### config.mk
export PLATFORM = sky130hd
export DESIGN_NAME = rcn_slave
export DESIGN_NICKNAME = d
export VERILOG_FILES = /design/src/rtl/rcn_slave.sv
export SDC_FILE = /design/constraint.sdc
export NUM_CORES = 1
export LEC_CHECK = 0
export CAP_MARGIN = 20
export CORE_MARGIN = 2
export CORE_UTILIZATION = 47
export CTS_CLUSTER_DIAMETER = 150
export DETAILED_ROUTE_END_ITERATION = 10
export PLACE_DENSITY_LB_ADDON = 0.25
export SYNTH_ARGS = -nofsm -noshare
export SYNTH_HDL_FRONTEND = slang
export SYNTH_SLANG_ARGS = --single-unit
### constraint.sdc
create_clock -name clk -period 6.7 [get_ports clk]
set_input_delay 0.67 -clock clk [delete_from_list [all_inputs] [get_ports clk]]
set_output_delay 0.67 -clock clk [all_outputs]
set_load 0.1 [all_outputs]
### src/rtl/rcn_slave.sv
// rcn_slave: ring-network slave endpoint.
// Watches the 67-bit ring for requests addressed to this slave, frees the
// slot, runs a local cs/ack access, then reinserts the response into the
// first empty ring slot. All other ring traffic is passed through with a
// single register of latency.
// Optional feature: define RCN_SLAVE_TIMEOUT_EN to abort a local access that
// has not been acknowledged within TIMEOUT cycles (response data 32'hDEADDEAD
// plus a one-cycle timeout pulse). Without it the slave waits for ack forever.
module rcn_slave #(
  parameter logic [21:0] ADDR_BASE = 22'h000000,
  parameter logic [21:0] ADDR_MASK = 22'h3F0000,
  parameter int          TIMEOUT   = 16
) (
  input  logic        clk,
  input  logic        rst,
  input  logic [66:0] rcn_in,
  output logic [66:0] rcn_out,
  output logic        cs,
  output logic        wr,
  output logic [3:0]  mask,
  output logic [21:0] addr,
  output logic [31:0] wdata,
  input  logic        ack,
  input  logic [31:0] rdata,
  output logic        timeout
);

  // TIMEOUT must fit the 8-bit wait counter and be at least one cycle.
  if (TIMEOUT < 1 || TIMEOUT > 255) begin : g_bad_timeout
    $error("rcn_slave: TIMEOUT must be in 1..255");
  end

  typedef enum logic [1:0] {IDLE, REQ, RSP} state_t;

  state_t      r_state;
  logic [66:0] r_rin;
  logic [66:0] r_rout;
  // Held request minus valid/pending: {wr, id, seq, we, addr, data}.
  logic [64:0] r_hold;
  logic        r_cs;
  logic        w_mine;

`ifdef RCN_SLAVE_TIMEOUT_EN
  localparam logic [7:0] TMO_LAST = 8'(TIMEOUT - 1);
  logic [7:0] r_cnt;
  logic       r_timeout;
  assign timeout = r_timeout;
`else
  assign timeout = 1'b0;
`endif

  // A valid, still-pending request whose byte address falls in our window.
  assign w_mine = r_rin[66] & r_rin[65] &
                  (({r_rin[51:32], 2'b00} & ADDR_MASK) == (ADDR_BASE & ADDR_MASK));

  assign rcn_out = r_rout;
  assign cs      = r_cs;
  assign wr      = r_cs & r_hold[64];
  assign mask    = r_cs ? r_hold[55:52] : 4'h0;
  assign addr    = r_cs ? {r_hold[51:32], 2'b00} : 22'h0;
  assign wdata   = r_cs ? r_hold[31:0] : 32'h0;

  // Ring input register: every ring word is sampled once before any decision.
  always_ff @(posedge clk or posedge rst) begin
    if (rst) begin
      r_rin <= '0;
    end else begin
      r_rin <= rcn_in;
    end
  end

  // Request/response FSM; rout defaults to pass-through of the sampled word.
  always_ff @(posedge clk or posedge rst) begin
    if (rst) begin
      r_state   <= IDLE;
      r_rout    <= '0;
      r_hold    <= '0;
      r_cs      <= 1'b0;
`ifdef RCN_SLAVE_TIMEOUT_EN
      r_cnt     <= 8'd0;
      r_timeout <= 1'b0;
`endif
    end else begin
      r_rout <= r_rin;
`ifdef RCN_SLAVE_TIMEOUT_EN
      r_timeout <= 1'b0;
`endif
      case (r_state)
        IDLE: begin
          if (w_mine) begin
            // Consume the request: hold it and free its ring slot.
            r_hold  <= r_rin[64:0];
            r_rout  <= '0;
            r_cs    <= 1'b1;
            r_state <= REQ;
`ifdef RCN_SLAVE_TIMEOUT_EN
            r_cnt   <= 8'd0;
`endif
          end
        end
        REQ: begin
          if (ack) begin
            // Reads return local data; writes echo the held write data.
            if (!r_hold[64]) begin
              r_hold[31:0] <= rdata;
            end
            r_cs    <= 1'b0;
            r_state <= RSP;
          end
`ifdef RCN_SLAVE_TIMEOUT_EN
          else if (r_cnt == TMO_LAST) begin
            r_hold[31:0] <= 32'hDEADDEAD;
            r_cs         <= 1'b0;
            r_timeout    <= 1'b1;
            r_state      <= RSP;
          end else begin
            r_cnt <= r_cnt + 8'd1;
          end
`endif
        end
        RSP: begin
          // Response waits for the first empty slot on the ring.
          if (!r_rin[66]) begin
            r_rout  <= {2'b10, r_hold};
            r_state <= IDLE;
          end
        end
        default: begin
          r_state <= IDLE;
        end
      endcase
    end
  end

endmodule

Word level (Yosys, flattened, before mapping)
Cells that the tools add are included.

Bitwise logic cells: 3. Mux-type cells: 17. Equal/unequal tests: 6. Reductions and logical operators: 7.

Operators with widths (count): case mux 67 bit (2 select lines) (1); 2-to-1 mux 32 bit (4); 2-to-1 mux 67 bit (1); 2-to-1 mux 66 bit (1); case mux 32 bit (2 select lines) (1); zero test 22 bit (1); 2-to-1 mux 22 bit (1); != test 2 bit (second input constant) (4); 2-to-1 mux 2 bit (3); case mux 2 bit (3 select lines) (1); AND reduction 3 bit (2); 2-to-1 mux 4 bit (1); AND reduction 4 bit (1); AND 1 bit (3); equality test 2 x 1 -> 1 bit (second input constant) (1); equality test 2 bit (second input constant) (1); zero test 2 bit (1); 2-to-1 mux 1 bit (2); case mux 1 bit (2 select lines) (1); AND reduction 2 bit (1); nonzero test 2 bit (1).

Input bits: 102. Bits in registers: 202.

Longest topological paths before layout
Gate-level depths: netlist of the first run.

Depth in word-level cells: 4. Gate-level depth with buffers: 6.

Least setup slack after synthesis of the first run
OpenSTA, ideal clock, no wires.

Path kind: flip-flop to output port. Start point: reg r_cs, in the netlist cs. End point: out wdata[10]. Cell stages (with the launch flop): 4. Path buffers: 2. Setup slack: 3.819 ns. Arrival time: 2.211 ns. Data required time: 6.030 ns. Path through: dfrtp_1 clkbuf_1 clkbuf_1 and2_1.

Word-level cells in the longest chain between the ends: 1.

RTL lines: start, declared (line 40) `logic r_cs;`; start signal, assigned (line 78) `r_cs <= 1'b0;`; start signal, assigned (line 94) `r_cs <= 1'b1;`; start signal, assigned (line 107) `r_cs <= 1'b0;`; 2-to-1 mux 32 bit (line 61) `assign wdata = r_cs ? r_hold[31:0] : 32'h0;`; end, declared (line 22) `output logic [31:0] wdata,`.

No other way between the ends.

Worst setup path after layout of the first run
Start point: reg r_cs, in the netlist cs. End point: out wdata[17].

Same word-level chain as after synthesis.

==> impl_metrics.tcl, run 1 <==
set metrics [dict create \
    netlist_instances 609 \
    cts-hold-fix-buffers 0 \
    detail_route.wl_per_cell_um 18.7 \
    grt_start_max_net_pins 146 \
    rsz0062_at_grt "no" \
    cts-root-buf "clkbuf_16" \
    drt_iter0_markers 322 \
    required_ns 6.03 \
    yosysSeqAreaShare_pct 65.3 \
    arrival_ns 2.99 \
    antenna_found_initial 0 \
    nNetsFinal 928 \
    gp_congestion 0.840 \
    post-cts-setup-buffers 0 \
    dieArea_um2 17500 \
    clockBufferDepth 3 \
    leakage_nw 4.72 \
    yosysTopAreaCellShare_pct 65.3 \
    vias 5588 \
    core-area_um2 16000 \
    clk_pin_slew_ns 0.07 \
    wl_met1_um 8170 \
    synth_top_area_cell "dfrtp_1" \
    pin_count 230 \
    cts-buffers-inserted 22 \
    wirelength_um 19700 \
    drc 0 \
    fp.dieH_um 132 \
    area.growth.synth_to_final_pct 41.7 \
    final_common_cell "clkdlybuf4s50_1" \
    final_cell_mix "clkdlybuf4s50_1, dfrtp_1, inv_1" \
    finalCritPeriodShare_pct 54.6 \
    port_buffers 226 \
    cp-end-kind "output pin" \
    power_density_nw_per_um2 334 \
    overflow 0 \
    syn_area_um2 7740 \
    hold_violations 0 \
    max-slew-margin-rel_pct 31.5 \
    hold_start "r_rin[47]" \
    fmax_mhz 273 \
    yosysWarnings 0 \
    critPathLaunchType "register" \
    avgSynthCellArea_um2 12.7 \
    top_layer "met4" \
    dieWidth_um 132 \
    r2r_cells 4 \
    post-route-min-period_ns 3.66 \
    rr_startpoint "r_state[1]" \
    worst-setup-path-type "register to output pin" \
    cts_resized 0 \
    diodes 0 \
    wl_met2_um 9730 \
    min_path_cells 1 \
    worstMarginPinSlew_ns 1.02 \
    crit_start "cs" \
    tns_ns 0 \
    grt_pass1_wl_um 31600 \
    ys_types 31 \
    start_util_pct 48.4 \
    htree_levels 1 \
    drtAntennaViolNets 0 \
    hold-worst-slack_ns 0.501 \
    worst_ir_drop_vdd_v 0.000206 \
    cts_tree "done" \
    path_max_fanout 59 \
    max_cap_violations 0 \
    routed-wl-met3_um 1500 \
    fin_skew_ns 0.0112 \
    hpwl_um 11900 \
    grt.total_usage_pct 22.4 \
    vias_per_cell 5.29 \
    maxSlewViolCount 0 \
    status "completed" \
    hold_class "register to register" \
    cts.sinks 202 \
    dr.pass1.iters 4 \
    insertion_delay_ns 0.49 \
    final_layout_size_suffix_gt1_share_pct 10.6 \
    ys_seq_elements 202 \
    synthTopCellsByArea "dfrtp_1, a22oi_1, mux2_2" \
    grt_pass1_vias 5844 \
    core.rowCount 46 \
    finalSetupViolCount 0 \
]
## power breakdown
group	internal, W	switching [W]	total, W	leakage, nW
clock network	0.000802	0.000460	0.00126	0.369
registers	0.00132	0.0000886	0.00141	2.46
logic	0.000267	0.000722	0.000989	1.89
## cell usage after synthesis
cell type,instances
nand2b_1,35
dfrtp_1,202
nor4bb_1,1
o221a_2,4
o221a_1,28
o31ai_1,2
nor3_1,1
inv_1,63
mux2_2,33
nand2_1,2
or4_4,1
conb_1,1
nand3b_1,1
buf_2,7
nor3b_1,1
buf_6,4
or4b_2,1
or4bb_1,1
buf_4,3
nor2b_1,6
o21ai_0,60
buf_1,3
o41ai_2,1
or4_1,1
or3b_2,1
nor3_2,1
clkbuf_1,27
a21boi_0,1
a22oi_1,59
o22ai_1,1
and2_1,57
## routing by layer
metal | global-route usage, % | up-vias
met3 | 5.34 | 27
met5 | 0 | -
met4 | 6.51 | 0
met2 | 37.0 | 221
met1 | 29.7 | 2821
li1 | - | 2519
## logic make-up after synthesis
| logic type | share of synthesized area [%] |
|---|---|
| AOI/OAI and AO/OA | 14.8 |
| buffers and inverters | 5.84 |
| other | 0.0485 |
| muxes | 4.80 |
| and+or+nand+nor | 9.17 |
| DFF | 65.3 |
## critical path, cell delays in order, from the launching register on
cell             delay, ns
dfrtp_2               1.03
and2_1                0.28
clkdlybuf4s50_1       1.18
## flip-flops by register name, indices dropped and copies added (netlist names)
name,count
rcn_out,67
r_state,2
cs,1
r_rin,67
r_hold,65
## final cells by class
class / instances / area [um^2]
clock buffer: 31 / 626
clock inverter: 7 / 138
fill: 1128 / 5040
inverter: 63 / 244
multi-input combinational: 302 / 2290
sequential: 202 / 5060
tap: 216 / 270
timing repair buffer: 235 / 2340
## worst paths after layout
kind	slack [ns]	to
min in group asynchronous	0.80	r_hold[20]
hold reg to reg	0.50	rcn_out[47]
hold / removal	0.50	rcn_out[47]
setup reg to reg	3.81	r_hold[33]
max in group asynchronous	4.51	r_rin[9]
setup / recovery	3.04	wdata[17]
## per-stage QoR
| step | util (%) | instances | instance area [um^2] | power, W | setup slack, ns |
|---|---|---|---|---|---|
| 5_1_grt | 68.5 | 1056 | 11000 | 0.00378 | 2.89 |
| 3_5_place_dp | 63.8 | 1018 | 10200 | 0.00242 | 3.58 |
| 6_report | 68.5 | 1056 | 11000 | 0.00366 | 3.04 |
| 2_1_floorplan | - | 611 | 7750 | 0.00215 | 0.519 |
| 4_1_cts | 68.5 | 1056 | 11000 | 0.00369 | 2.94 |
| 3_3_place_gp | 63.7 | 1017 | 10200 | 0.00240 | 3.67 |
No activity file was read; power rests on OpenSTA's default activity.
==> inputs of run 2 (changes only) <==
==> constraint.sdc (replaced) <==
create_clock -name clk -period 3.8 [get_ports clk]
set_input_delay 0.38 -clock clk [delete_from_list [all_inputs] [get_ports clk]]
set_output_delay 0.38 -clock clk [all_outputs]
set_load 0.1 [all_outputs]
==> impl_metrics.tcl, run 2 (same netlist as run 1, synthesis figures left out) <==
set metrics [dict create \
    worst_ir_drop_vdd_v 0.000337 \
    post-cts-setup-buffers 0 \
    cts-hold-fix-buffers 0 \
    vias_per_cell 5.30 \
    internal-power_w 0.00402 \
    leakage_nw 4.84 \
    gp_congestion 0.836 \
    dieWidth_um 132 \
    fp.dieH_um 132 \
    cts_resized 0 \
    tns_ns 0 \
    hold-worst-slack_ns 0.325 \
    worst-setup-path-type "register to register" \
    core-area_um2 16000 \
    required_ns 4.16 \
    cts.sinks 202 \
    fin_util_pct 67.8 \
    htree_levels 1 \
    dieArea_um2 17500 \
    grt_start_max_net_pins 66 \
    globalRouteMet2Util_pct 38.1 \
    layout_setup_ws_ns 1.14 \
    drt_iter0_markers 381 \
    path_max_fanout 22 \
    rsz0062_at_grt "no" \
    post-route-min-period_ns 2.66 \
    nNetsFinal 937 \
    grt.total_usage_pct 22.8 \
    start_util_pct 48.4 \
    p_sw_share_pct 35.8 \
    overflow 0 \
    grt_pass1_vias 5967 \
    cp-end-kind "register" \
    final_cell_mix "dfrtp_1, clkdlybuf4s50_1, buf_4" \
    wirelength_um 19800 \
    use_met1_pct 30.7 \
    pre_cts_ws_ns 1.13 \
    critPathLaunchType "register" \
    fin_skew_ns 0.00895 \
    r2r_cells 4 \
    insertion_delay_ns 0.49 \
    grt_pass1_wl_um 31900 \
    min_path_cells 1 \
    drtAntennaViolNets 0 \
    worstMarginPinSlew_ns 1.02 \
    max-slew-margin-rel_pct 32.0 \
    finalSetupViolCount 0 \
    port_buffers 226 \
    arrival_ns 3.02 \
    cts-buffers-inserted 22 \
    grt_use_met3_pct 4.77 \
    antenna_found_initial 0 \
    hpwl_um 12600 \
    maxSlewViolCount 0 \
    hold_class "input pin to register" \
    power_switching_w 0.00224 \
    pin_count 230 \
    clk_pin_slew_ns 0.06 \
    power_frac_comb_pct 28.0 \
    clockPowerShare_pct 32.7 \
    diodes 0 \
    fmax_mhz 377 \
    power_density_nw_per_um2 577 \
    finalCritPeriodShare_pct 69.9 \
    vias 5645 \
    max_cap_violations 0 \
    power_w 0.00626 \
    dr.pass1.iters 5 \
    cts_tree "done" \
    drc 0 \
    hold_violations 0 \
    final_common_cell "dfrtp_1" \
    core.rowCount 46 \
    final_layout_size_suffix_gt1_share_pct 18.2 \
    nFillCells 1155 \
    clockBufferDepth 3 \
    status "completed" \
    cts-root-buf "clkbuf_16" \
    detail_route.wl_per_cell_um 18.5 \
    area.growth.synth_to_final_pct 40.2 \
    seqPwrFrac_pct 39.3 \
    top_usage_layer "met2" \
]
## run 2: per-stage QoR
stage               area, um^2  std cells
floorplan                 7750        611
global placement         10100       1027
detailed placement       10100       1027
CTS                      10800       1066
global route             10800       1066
finish                   10800       1066
## run 2: power by group through the flow
stage          Combinational (W)  Sequential (W)  Clock [W]
6_report                 0.00175         0.00246    0.00205
5_1_grt                  0.00181         0.00248    0.00219
4_1_cts                  0.00176         0.00246    0.00209
3_5_place_dp             0.00176         0.00249          0
3_3_place_gp             0.00174         0.00248          0
2_1_floorplan            0.00103         0.00276          0
## run 2: routing by layer
layer / vias up / wire length, um
li1: 2541 / -
met1: 2812 / 8280
met2: 254 / 9770
met3: 38 / 1330
met4: 0 / 377
met5: - / 0
## run 2: path summary, 6_finish.rpt
| check | start | slack, ns | endpoint |
|---|---|---|---|
| worst max-delay path | r_state[1] | 1.14 | r_hold[43] |
| worst min-delay path | rcn_in[7] | 0.32 | r_rin[7] |
| worst max register to register | r_state[1] | 1.14 | r_hold[43] |
| worst min register to register | r_hold[59] | 0.51 | r_hold[59] |
| max in group asynchronous | rst | 2.60 | rcn_out[1] |
| min in group asynchronous | rst | 0.42 | r_hold[16] |
## run 2: critical path: stages, from the launching register on
cell and delay, ns:
dfrtp_1 0.51, or4b_2 0.75, nor3_4 0.49, buf_4 0.39, mux2_2 0.38
## run 2: area by class of cell
| type | instances | area (um^2) | share of cell area (%) |
|---|---|---|---|
| well taps | 216 | 270 | 2.49 |
| clock inverters | 2 | 10.0 | 0.0923 |
| repair buffers | 244 | 2280 | 21.0 |
| clock buffers | 37 | 698 | 6.44 |
| multi-input cells | 302 | 2290 | 21.1 |
| flip-flops and latches | 202 | 5060 | 46.6 |
| inverters | 63 | 240 | 2.21 |
==> inputs of run 3 (changes only) <==
==> constraint.sdc (replaced) <==
create_clock -name clk -period 2.5 [get_ports clk]
set_input_delay 0.25 -clock clk [delete_from_list [all_inputs] [get_ports clk]]
set_output_delay 0.25 -clock clk [all_outputs]
set_load 0.1 [all_outputs]
==> impl_metrics.tcl, run 3 (same netlist as run 1, synthesis figures left out) <==
set metrics [dict create \
    critPathLaunchType "register" \
    core.rowCount 46 \
    r2r_setup_slack_ns 0.29 \
    layout_setup_ws_ns 0.293 \
    cts-hold-fix-buffers 0 \
    status "completed" \
    final_common_cell "dfrtp_1" \
    path_max_fanout 34 \
    overflow 0 \
    cts.sinks 202 \
    core-area_um2 16000 \
    vias_per_cell 5.33 \
    antenna_found_initial 0 \
    worst-setup-path-type "register to register" \
    start_util_pct 48.4 \
    post-cts-setup-buffers 0 \
    dieArea_um2 17500 \
    hpwl_um 12800 \
    tns_ns 0 \
    max-slew-margin-rel_pct 61.0 \
    worst_ir_drop_vdd_v 0.000550 \
    leakage_nw 5.09 \
    drc 0 \
    cts_resized 0 \
    clockBufferDepth 3 \
    crit_start "r_rin[47]" \
    r2r_cells 3 \
    wirelength_um 19900 \
    drt_iter0_markers 334 \
    hold_start "rcn_in[60]" \
    grt_start_max_net_pins 113 \
    finalCritPeriodShare_pct 88.3 \
    arrival_ns 2.57 \
    hold_violations 0 \
    diodes 0 \
    cts-buffers-inserted 21 \
    detail_route.wl_per_cell_um 18.8 \
    fmax_mhz 453 \
    insertion_delay_ns 0.48 \
    pin_count 230 \
    hold_class "input pin to register" \
    area.growth.synth_to_final_pct 47.4 \
    required_ns 2.87 \
    grt_pass1_wl_um 32300 \
    final_cell_mix "dfrtp_1, clkdlybuf4s50_1, buf_4" \
    gp_congestion 0.813 \
    pre_cts_ws_ns 0.310 \
    htree_levels 1 \
    rsz0062_at_grt "no" \
    vias 5659 \
    post-route-min-period_ns 2.21 \
    finalSetupViolCount 0 \
    cp-endpoint "r_hold[30]" \
    max_cap_violations 0 \
    cts-root-buf "clkbuf_16" \
    r2r_end "r_hold[30]" \
    maxSlewViolCount 0 \
    worstMarginPinSlew_ns 0.585 \
    cts_tree "done" \
    fp.dieH_um 132 \
    cp-end-kind "register" \
    fin_skew_ns 0.0133 \
    grt_pass1_vias 5922 \
    dieWidth_um 132 \
    dr.pass1.iters 5 \
    power_w 0.0101 \
    clk_pin_slew_ns 0.06 \
    grt.total_usage_pct 23.0 \
    power_density_nw_per_um2 887 \
    drtAntennaViolNets 0 \
    final_layout_size_suffix_gt1_share_pct 26.0 \
    nNetsFinal 934 \
    port_buffers 226 \
    rr_startpoint "r_rin[47]" \
]
==> run 3: changes by cell type in the layout (fill, tap and decap cells not counted), sizes merged <==
| cell | change |
|---|---|
| clkdlybuf4s50 | -68 |
| clkbuf | -8 |
| clkinv | +2 |
| bufinv | +4 |
| buf | +66 |
==> run 3: worst max-delay path, stage by stage, from the launching register on <==
cell	delay (ns)
dfrtp_1	0.38
or4_1	0.56
or4_4	0.77
o221a_2	0.37
==> run 3: cell type report <==
cell class	instances	area [um^2]
fill	1093	4590
sequential	202	5060
multi-input combinational	302	2290
timing repair buffer	242	2830
inverter	63	240
clock buffer	29	576
clock inverter	8	144
tap	216	270
==> run 3: report_power, final <==
part | leakage, nW | switching (W) | internal (W)
logic | 2.28 | 0.00206 | 0.00104
registers | 2.46 | 0.000214 | 0.00355
clock network | 0.353 | 0.00124 | 0.00202
==> run 3: how the worst min path moves through the flow <==
stage                             end  slack, ns  depth (start not counted)
after floorplan              r_rin[0]       0.28                          0
after global placement    rcn_out[60]       0.49                          2
after detailed placement  rcn_out[57]       0.49                          2
after CTS                    r_rin[4]       0.19                          1
after global routing        r_rin[54]       0.18                          1
final                       r_rin[60]       0.20                          1
==> run 3: through the flow <==
stage	instances	hold slack (ns)	utilization (%)	instance area, um^2
global route	1062	0.184	71.3	11400
CTS	1062	0.185	71.3	11400
global placement	1025	0.485	66.8	10700
detailed placement	1025	0.486	66.8	10700
floorplan	611	0.281	-	7750
finish	1062	0.199	71.3	11400
==> run 3: per-layer routing <==
layer	track usage (%)	vias up	share of wire, %
met2	36.9	214	49
met1	31.3	2873	42
met5	0	-	0
met3	5.27	41	6.9
met4	7.47	0	2.5
li1	-	2531	-
==> edit 1, RTL diff (config.mk and constraints of run 3) <==
The option `RCN_SLAVE_TIMEOUT_EN` is turned on by a define.
--- a/src/rtl/rcn_slave.sv
+++ b/src/rtl/rcn_slave.sv
@@ -7,4 +7,6 @@
 // has not been acknowledged within TIMEOUT cycles (response data 32'hDEADDEAD
 // plus a one-cycle timeout pulse). Without it the slave waits for ack forever.
+`define RCN_SLAVE_TIMEOUT_EN
+
 module rcn_slave #(
   parameter logic [21:0] ADDR_BASE = 22'h000000,
Formal check against the unedited RTL: no difference found for any inputs over 4 cycles, from zero or initial values and one cycle with rst high; that may be too few to reach the edited logic, so the function may still have changed.
==> edit 1 against run 3 <==
- wire length rose by 1.2%
- setup slack worse by 0.0038 ns
- total power is 14% lower
- via count up 2.7%
- sequential cell count is 9 higher
- synthesized area is 3.4% higher
- critical path type is now flop to output pin
- synthesized cell count increased by 7.4%
- final area increased by 2.1%
==> edit 1: results (changes against run 3) <==
[run_status]
status=finished clean

[place]
dp_slack_ns=0.333  ; +0.0222 ns
gp_congestion=0.837  ; +3.0%
placed_area_mm2=0.0109  ; +2.3%

[drt]
met1_length_um=8060  ; -3.3%
drtIter0Drc=332  ; -0.60%
routed_via_density=5.23  ; -1.9%
vias=5812  ; +2.7%
wl_met3_um=1440  ; +4.7%
wl_per_cell_um=18.1  ; -3.4%

[cts]
cts-buffers-inserted=22  ; +4.8%

[synthesis]
ys_seq_area_share_pct=66.0  ; +0.68 points
ys_types=40  ; +29%
synth_commonest_cells=dfrtp_1 (211), nand2_1 (133), and2_1 (64)
synth.top_cells.by_area=dfrtp_1 (66%), a22o_1 (6.9%), nand2_1 (6.2%)

[sta]
slew_headroom_pct=59.3  ; -1.7 points
skew_ns=0.00405  ; -0.00925 ns

[grt]
grtUsageMet2_pct=37.9  ; +1.0 points
globalRouteTotalUtil_pct=22.7  ; -0.32 points
met3_usage_pct=4.95  ; -0.31 points

[critical_path]
reg2regPathDepth=5  ; +2
r2r_start=r_cnt[0]
cp.arrival_ns=1.96  ; -0.61 ns
reg2reg_to=r_cnt[5]

[cells_and_area]
nets=981  ; +5.0%
fill_cells=1162  ; +6.3%

[worst_hold_path]
hold_path.class=input port to asynchronous set/reset pin

[pwr]
peakVddDrop_mv=0.561  ; +2.0%

## edit 1: cells by family (layout without fill, tap and decap cells)
kind of cell / after synthesis / in the layout / share of synthesized area, %
AND/OR/NAND/NOR: 241 / 241 / 15.1
flip-flops: 211 / 211 / 66.0
AO/OA/AOI/OAI: 112 / 112 / 10.5
buffers and inverters: 50 / 287 / 2.94
multiplexers: 38 / 38 / 5.30
adder cells (fa/ha/maj): 1 / 1 / 0.156
other: 1 / 2 / 0.0469
## edit 1: worst max-delay path, cell delays in order, from the launching register on
cell	delay, ns
dfrtp_2	0.73
buf_4	0.32
and2_1	0.23
buf_12	0.19
## edit 1: where the power goes
| part | total (W) | internal, W | switching (W) | leakage (nW) |
|---|---|---|---|---|
| sequential | 0.00388 | 0.00369 | 0.000196 | 2.59 |
| combinational | 0.00162 | 0.000561 | 0.00106 | 2.45 |
| clock | 0.00316 | 0.00191 | 0.00125 | 0.355 |
## edit 1: area by class of cell
class	instances	area (um^2)	area share (%)
flip-flops and latches	211	5280	45.3
repair buffers	245	2870	24.6
multi-input cells	394	2500	21.4
clock buffers	36	704	6.04
well taps	220	275	2.36
inverters	4	18.8	0.161
clock inverters	2	10.0	0.0859
## edit 1: worst max-delay path by stage
stage	start	to	slack, ns	cells past startpoint
2_1_floorplan	rst	cs	-0.49	1
3_3_place_gp	ack	r_cnt[5]	0.40	5
3_5_place_dp	ack	r_cnt[5]	0.33	5
4_1_cts	cs	wdata[6]	0.24	3
5_1_grt	cs	wdata[6]	0.16	3
6_report	cs	wdata[6]	0.29	3
==> edit 2, RTL diff (config.mk and constraints of run 3) <==
Made on the original files. Reset style: synchronous (`rst`), changed in 2 clocked blocks.
--- a/src/rtl/rcn_slave.sv
+++ b/src/rtl/rcn_slave.sv
@@ -62,5 +62,5 @@
 
   // Ring input register: every ring word is sampled once before any decision.
-  always_ff @(posedge clk or posedge rst) begin
+  always_ff @(posedge clk) begin
     if (rst) begin
       r_rin <= '0;
@@ -71,5 +71,5 @@
 
   // Request/response FSM; rout defaults to pass-through of the sampled word.
-  always_ff @(posedge clk or posedge rst) begin
+  always_ff @(posedge clk) begin
     if (rst) begin
       r_state   <= IDLE;
Formal check against the unedited RTL: differs if rst is asserted again (counterexample within 4 cycles, from zero or initial values and one cycle with rst high); with rst held inactive, the same outputs for 4 cycles.
==> edit 2 against run 3 <==
- synthesized area rose by 16%
- setup slack better by 0.034 ns
- sequential cell count stayed put
- wire length rose by 39%
- final area up 4.1%
- clock skew fell by 0.0046 ns
Power is not compared: it rests on default switching activity, and its combinational part moved more than twofold at a synthesized area within 25%.
==> edit 2: results (changes against run 3) <==
[critical_path]
r2r_slack_ns=0.36  ; +0.07 ns
worstPathMaxFanout=30  ; -12%
critPathSlowestCell=dfxtp_2
r2r_start=r_state[1]
max_stage_delay_ns=0.66  ; -0.11 ns
cp.arrival_ns=1.92  ; -0.65 ns
reg2reg_to=r_hold[6]
crit_family=flip-flops
reg2regPathDepth=4  ; +1

[cts]
clockBufferDepth=3  ; unchanged
cts-buffers-inserted=22  ; +4.8%
ctsResizeCount=0  ; unchanged
cts_root_buf=clkbuf_16
cts_setup_buffers=0  ; unchanged
clk_pin_slew_ns=0.06  ; about the same
clock_latency_ns=0.50  ; +0.02 ns

[place]
placed_area_mm2=0.0111  ; +4.0%
gp_congestion=0.779  ; -4.2%
dp_hpwl_um=16500  ; +29%
io_buffers=226  ; unchanged

[cells_and_area]
drive_above_1_share_pct=17.2  ; -8.8 points
nets=1265  ; +35%

[drt]
wl_met3_um=2250  ; +64%
drt-total-wl_um=27600  ; +39%
top_layer_used=met4
dr.pass1.iters=5  ; unchanged
drtIter0Drc=827  ; +150%
met1_length_um=11700  ; +40%
routed_via_density=6.12  ; +15%
wl_met2_um=12900  ; +33%

[sta]
min_period_ns=2.17  ; -0.0342 ns
skew_ns=0.00867  ; -0.00464 ns
slew_headroom_pct=27.1  ; -34 points

[pwr]
peakVddDrop_mv=0.454
power_leakage_nw=4.16

[synthesis]
ys_types=34  ; +9.7%
synth_commonest_cells=dfxtp_1 (202), nand2_1 (126), nor2b_1 (126)
synth_warnings=0  ; unchanged
synth.top_cells.by_area=dfxtp_1 (45%), nor2b_1 (8.8%), o211ai_1 (7.6%)
async_flop_share_pct=0  ; -100 points
ys_seq_area_share_pct=45.1  ; -20 points

[grt]
globalRouteTotalUtil_pct=26.2  ; +3.2 points
grt_max_degree=132  ; +17%
antenna_found_initial=2  ; +2
grt_pass1_wl_um=43000  ; +33%
grt_pass1_vias=8208  ; +39%

[worst_hold_path]
whs_path_depth=2  ; +1
worstHoldEndpoint=r_hold[10]
hold_path.class=input port to flop
min_from=rst

[run_status]
status=finished clean

## edit 2: area by class of cell
cell class,instances,area [um^2]
Fill cell,1558,6830
Sequential cell,202,4050
Timing Repair Buffer,255,2370
Tap cell,234,293
Clock buffer,30,642
Clock inverter,7,111
Antenna cell,2,5.00
Multi-Input combinational cell,682,4410
## edit 2: how the worst max path moves through the flow
stage	start	to	cells after the start
5_1_grt	cs	wdata[0]	3
3_3_place_gp	ack	r_hold[12]	4
2_1_floorplan	cs	wdata[11]	3
4_1_cts	cs	wdata[0]	3
3_5_place_dp	ack	r_hold[25]	4
6_report	cs	wdata[10]	3
## edit 2: cells by family after synthesis
logic type      Yosys count  synth area share (%)
other cells               1                0.0418
simple gates            400                  25.0
mux                       2                 0.223
compound gates          277                  23.3
buf+inv                 129                  6.42
flops                   202                  45.1
## edit 2: routing by layer
layer	global-route usage, %	vias to the layer above
li1	-	4019
met1	35.3	4136
met2	42.0	425
met3	4.71	59
met4	9.95	0
met5	0	-
## edit 2: through the flow
step	instances	util [%]	worst slack, ns	hold WS, ns	power, W
after floorplan	1013	-	0.0101	0.378	0.00410
after global placement	1373	59.5	0.360	0.455	0.00442
after detailed placement	1373	59.5	0.303	0.469	0.00442
after CTS	1410	63.5	0.302	0.106	0.00778
after global routing	1412	63.5	0.237	0.119	0.00799
final	1412	63.5	0.327	0.117	0.00774
## edit 2: power by group
group | internal (W) | leakage (nW) | switching [W] | total, W
Clock | 0.00210 | 0.374 | 0.00128 | 0.00337
Combinational | 0.000315 | 2.13 | 0.000649 | 0.000964
Sequential | 0.00333 | 1.66 | 0.0000695 | 0.00340
